`config.mk`:
```
export PLATFORM = sky130hd
export DESIGN_NAME = ahb_slave_mux
export DESIGN_NICKNAME = d
export VERILOG_FILES = /design/src/rtl/ahb_slave_mux.sv
export SDC_FILE = /design/constraint.sdc
export NUM_CORES = 1
export LEC_CHECK = 0
export CAP_MARGIN = 20
export CORE_MARGIN = 1.5
export CORE_UTILIZATION = 27
export DETAILED_ROUTE_END_ITERATION = 10
export HOLD_SLACK_MARGIN = 0.12
export PLACE_DENSITY = 0.87
export RECOVER_POWER = 25
export SYNTH_ARGS = -nofsm -noshare
export SYNTH_HDL_FRONTEND = slang
export SYNTH_SLANG_ARGS = --single-unit
```
`constraint.sdc`:
```
create_clock -name ahb_clk_in -period 2.3 [get_ports ahb_clk_in]
set_input_delay 0.69 -clock ahb_clk_in [delete_from_list [all_inputs] [get_ports ahb_clk_in]]
set_output_delay 0.69 -clock ahb_clk_in [all_outputs]
set_load 0.05 [all_outputs]
```
`src/rtl/ahb_slave_mux.sv`:
```
// ahb_slave_mux
//
// Data-phase return path of the AHB interconnect. Selects HRDATA/HREADY/HRESP
// from the slave currently in its data phase and returns them to the master.
// Also hosts the default slave (two-cycle ERROR for unmapped transfers) and a
// hang watchdog that ends stalled slave transfers with a two-cycle ERROR.
//
// Ports:
//   ahb_clk_in        clock
//   ahb_rstn_in       asynchronous active-low reset
//   multi_sel_in      data-phase select: 0 idle, 1 unmapped, k+2 slave k
//   slave_hrdata_in   concatenated slave read data, slave k at [k*W +: W]
//   slave_hready_in   per-slave HREADYOUT
//   slave_hresp_in    per-slave HRESP (1 = ERROR)
//   timeout_clr_in    clears timeout_flag_out
//   hrdata_out        read data to master
//   hready_out        HREADY to master and all slaves
//   hresp_out         HRESP to master
//   multi_ready_out   copy of hready_out for the address decoder
//   timeout_flag_out  sticky watchdog event flag

module ahb_slave_mux #(
    parameter int AHB_DATA_WIDTH = 32,
    parameter int SLAVE_DEVICES  = 2,
    parameter int TIMEOUT_CYCLES = 16
) (
    input  logic                                    ahb_clk_in,
    input  logic                                    ahb_rstn_in,
    input  logic [$clog2(SLAVE_DEVICES):0]          multi_sel_in,
    input  logic [SLAVE_DEVICES*AHB_DATA_WIDTH-1:0] slave_hrdata_in,
    input  logic [SLAVE_DEVICES-1:0]                slave_hready_in,
    input  logic [SLAVE_DEVICES-1:0]                slave_hresp_in,
    input  logic                                    timeout_clr_in,
    output logic [AHB_DATA_WIDTH-1:0]               hrdata_out,
    output logic                                    hready_out,
    output logic                                    hresp_out,
    output logic                                    multi_ready_out,
    output logic                                    timeout_flag_out
);

    localparam int SEL_W = $clog2(SLAVE_DEVICES) + 1;
    // A disabled watchdog still needs a legal (non-zero) counter width.
    localparam int CNT_W = (TIMEOUT_CYCLES > 0) ? $clog2(TIMEOUT_CYCLES + 1) : 1;

    localparam logic [0:0] S_PASS = 1'b0;
    localparam logic [0:0] S_ERR2 = 1'b1;

    logic [0:0]                state;
    logic [0:0]                state_nxt;
    logic [CNT_W-1:0]          wait_cnt;
    logic [CNT_W-1:0]          wait_cnt_nxt;

    logic                      sel_slave;
    logic                      sel_unmapped;
    logic                      sel_ready;
    logic                      sel_resp;
    logic [AHB_DATA_WIDTH-1:0] sel_data;
    logic                      timeout_hit;

    // Decode the select code into the selected slave's signals. Walking every
    // slave index avoids indexing past the vector for out-of-range codes,
    // which fall through as unmapped.
    // NOTE: every signal written in always_comb gets a default first so no latch is inferred.
    always_comb begin
        sel_slave = 1'b0;
        sel_ready = 1'b1;
        sel_resp  = 1'b0;
        sel_data  = '0;
        for (int k = 0; k < SLAVE_DEVICES; k++) begin
            if (multi_sel_in == SEL_W'(k + 2)) begin
                sel_slave = 1'b1;
                sel_ready = slave_hready_in[k];
                sel_resp  = slave_hresp_in[k];
                sel_data  = slave_hrdata_in[k*AHB_DATA_WIDTH +: AHB_DATA_WIDTH];
            end
        end
    end

    assign sel_unmapped = (multi_sel_in != '0) && !sel_slave;

    // The slave has already used up its TIMEOUT_CYCLES wait states.
    assign timeout_hit = (TIMEOUT_CYCLES != 0) && (state == S_PASS) && sel_slave &&
                         !sel_ready && (wait_cnt == CNT_W'(TIMEOUT_CYCLES));

    // Output selection and next state.
    always_comb begin
        state_nxt  = S_PASS;
        hready_out = 1'b1;
        hresp_out  = 1'b0;
        hrdata_out = '0;
        if (state == S_ERR2) begin
            hready_out = 1'b1;
            hresp_out  = 1'b1;
        end else if (sel_unmapped || timeout_hit) begin
            // First ERROR cycle from the default slave or the watchdog.
            hready_out = 1'b0;
            hresp_out  = 1'b1;
            state_nxt  = S_ERR2;
        end else if (sel_slave) begin
            hready_out = sel_ready;
            hresp_out  = sel_resp;
            hrdata_out = sel_data;
        end
    end

    assign multi_ready_out = hready_out;

    // Count consecutive wait states of the selected real slave; anything else,
    // including the hit cycle itself, restarts the count.
    always_comb begin
        wait_cnt_nxt = '0;
        if ((state == S_PASS) && sel_slave && !sel_ready && !timeout_hit) begin
            wait_cnt_nxt = (wait_cnt == '1) ? wait_cnt : wait_cnt + 1'b1;
        end
    end

    // NOTE: sequential state uses non-blocking assignments so all registers update together at the edge.
    always_ff @(posedge ahb_clk_in or negedge ahb_rstn_in) begin
        if (!ahb_rstn_in) begin
            state            <= S_PASS;
            wait_cnt         <= '0;
            timeout_flag_out <= 1'b0;
        end else begin
            state    <= state_nxt;
            wait_cnt <= wait_cnt_nxt;
            // A new event takes precedence over a simultaneous clear.
            if (timeout_hit) begin
                timeout_flag_out <= 1'b1;
            end else if (timeout_clr_in) begin
                timeout_flag_out <= 1'b0;
            end
        end
    end

endmodule

```
==> flow_metrics.tcl <==
set metrics [dict create \
    p_leak_nw 1.168 \
    grt_max_degree 20 \
    finalWorstSetupSlack_ns -0.2209 \
    io_buffers 108 \
    skew_ns 0.01152 \
    required_ns 1.61 \
    fill_cells 196 \
    grt_pass1_wl_mm 7.396 \
    coreArea_um2 3337 \
    viasPerCell 4.676 \
    grtUsageTotal_pct 24.29 \
    clk_latency_ns 0.27 \
    r2r_start "wait_cnt[0]$_DFFE_PN0P_" \
    clkPwrFrac_pct 13.4 \
    first_pass_iters 4 \
    io_pins 109 \
    drt_wl_total_mm 4.778 \
    violations "setup timing" \
    cts_buffers 3 \
    rrSetupSlack_ns 0.56 \
    drive_above_1_share_pct 48.13 \
    drc 0 \
    area_delta_synth_final_pct 189.8 \
    hold_depth 2 \
    fin_crit_ns 2.521 \
    syn_area_per_cell_um2 8.225 \
    crit_arrival_ns 1.83 \
    setup_viol 33 \
    ys_ff_latch 7 \
    path_class "in -> out" \
    finalNonFillerCells 287 \
    reg2reg_to "wait_cnt[3]$_DFFE_PN0P_" \
    routabilityCongestion 0.8048 \
    hold_violations 0 \
    slew_viol_final 0 \
    grt_antenna_before_repair 0 \
    cts-root-buf "clkbuf_4" \
    seqPwrFrac_pct 14.0 \
    cts_hold_buf 0 \
    drt_iter0_drc 67 \
    final_common_cell "clkdlybuf4s50_1" \
    vdd_drop_max_uv 327.9 \
    routedWlPerCell_um 16.65 \
    min_period_over_period_pct 109.6 \
    tightestPinTransition_ns 0.4898 \
    die_x_um 62.19 \
    start_util_pct 28.35 \
    cts_buffer_depth 2 \
    p_int_w 0.0005226 \
    grt_pass1_vias 1448 \
    grt_overflow_total 0 \
    yosysSeqAreaShare_pct 18.52 \
    fp.dieArea_um2 3868 \
    final_nets 318 \
    regArea_um2 175.2 \
    min_to "timeout_flag_out$_DFFE_PN0P_" \
    synth.distinct_cells 25 \
    crit_path_start_kind "primary input" \
    synth_nets 191 \
    min_from "timeout_flag_out$_DFFE_PN0P_" \
    p_switching_w 0.0003939 \
    multiInputGateArea_um2 1031 \
    synthCells 115 \
    num_vias 1342 \
    timing.fmax_ghz 0.3967 \
    hp-class "reg -> reg" \
    cts.htree.levels 1 \
    ant_nets 0 \
    rr_worst_depth 7 \
    yosysWarnings 0 \
    most-common-layout-cells "66 x clkdlybuf4s50_1, 31 x nor2_4, 26 x mux2i_1, 20 x buf_6, 18 x buf_4" \
    placedCellCount 275 \
    cap_violations 0 \
    cts.reportedPaths.clkPinSlew_ns 0.05 \
    rows 21 \
    final_area_um2 2741 \
    die_y_um 62.19 \
    cts_tree "yes" \
    syn_area_um2 945.9 \
    end_kind "output pin" \
    rsz0062_at_grt "true" \
    clkSinkCount 7 \
    netSwitchingFraction_pct 42.98 \
    outcome "finished with violations" \
    placed_area_um2 2331 \
    crit_fanout 5 \
    p_per_area_nw_per_um2 334.3 \
    p_comb_share_pct 72.6 \
    dp_hpwl_mm 3.032 \
    antenna_cells 0 \
    slew_headroom_pct 67.24 \
]
==> final cells by class <==
cell class / count / share of cell area (%)
flip-flops and latches: 7 / 6.390
clock buffers: 4 / 0.9585
well taps: 46 / 2.099
repair buffers: 130 / 52.40
inverters: 4 / 0.5477
multi-input cells: 96 / 37.61
==> power by group through the flow <==
stage                     logic [W]  registers, W  clock network (W)
after global routing       0.000693      0.000129           0.000129
after detailed placement   0.000560      0.000130                  0
final                      0.000665      0.000129           0.000123
after global placement     0.000553      0.000130                  0
after CTS                  0.000645      0.000128           0.000127
after floorplan            0.000324      0.000130                  0
==> what timing repair did <==
action,4_1_cts,5_1_grt
resized for setup,61,17
buffers inserted,6,0
gates cloned,3,0
pin swaps,22,4
setup endpoints to repair,35,35
==> worst max-delay path by stage <==
stage	start	end	slack, ns
floorplan	multi_sel_in[0]	multi_ready_out	-0.16
global placement	slave_hready_in[0]	hrdata_out[0]	-0.49
detailed placement	slave_hready_in[0]	hrdata_out[0]	-0.51
CTS	multi_sel_in[0]	hrdata_out[20]	-0.24
global route	multi_sel_in[0]	hrdata_out[4]	-0.25
finish	multi_sel_in[0]	hrdata_out[4]	-0.22
==> synth_stat cells (all sizes together) <==
| master | instances | share of area (%) |
|---|---|---|
| nor2 | 36 | 14 |
| mux2i | 35 | 37 |
| buf | 8 | 7.1 |
| dfrtp | 7 | 19 |
| inv | 4 | 1.6 |
| ha | 3 | 4.0 |
| a21oi | 2 | 1.1 |
| nor2b | 2 | 1.3 |
| nor3 | 2 | 1.1 |
| o21ai | 2 | 2.2 |
| or3 | 2 | 1.3 |
| xor2 | 2 | 1.9 |
| a31oi | 1 | 0.66 |
| and3 | 1 | 0.66 |
| mux2 | 1 | 1.6 |
| nand2b | 1 | 0.66 |
| nand3 | 1 | 0.53 |
| nand4b | 1 | 0.93 |
| nand4bb | 1 | 1.2 |
| nor3b | 1 | 0.79 |
| or2 | 1 | 0.66 |
| xnor2 | 1 | 0.93 |
==> state kept, by name (all words and copies together), names as in the netlist <==
signal	count
wait_cnt	5
state	1
timeout_flag_out	1
==> critical path: stages <==
cell and delay [ns]:
buf_6 0.10, mux2_4 0.30, o21ai_4 0.14, buf_12 0.15, buf_12 0.12, buf_16 0.13
nor2_4 0.04, buf_8 0.15
==> routing by layer <==
layer | up-vias | share of wire (%) | global-route usage [%]
li1 | 649 | - | -
met1 | 610 | 36 | 25.17
met2 | 72 | 54 | 46.60
met3 | 11 | 7.2 | 5.435
met4 | 0 | 3.3 | 10.28
met5 | - | 0 | 0
==> logic make-up after synthesis <==
kind of cell	after synthesis	share of synthesized area [%]
compound gates	5	3.969
xor+xnor	3	2.778
mux	36	38.62
flops	7	18.52
simple gates	49	23.41
buf+inv	12	8.729
fa+ha+maj	3	3.969
==> through the flow <==
step | hold WS (ns) | setup WS (ns) | TNS, ns | util, % | power [W]
5_1_grt | 0.5981 | -0.2512 | -6.299 | 82.15 | 0.0009507
2_1_floorplan | 0.3944 | -0.1598 | -2.862 | - | 0.0004545
3_5_place_dp | 0.5464 | -0.5127 | -16.60 | 69.85 | 0.0006895
3_3_place_gp | 0.5409 | -0.4939 | -16.03 | 69.85 | 0.0006832
6_report | 0.5551 | -0.2209 | -5.251 | 82.15 | 0.0009165
4_1_cts | 0.5573 | -0.2411 | -6.406 | 80.65 | 0.0009002
No activity file was read; power rests on OpenSTA's default activity.
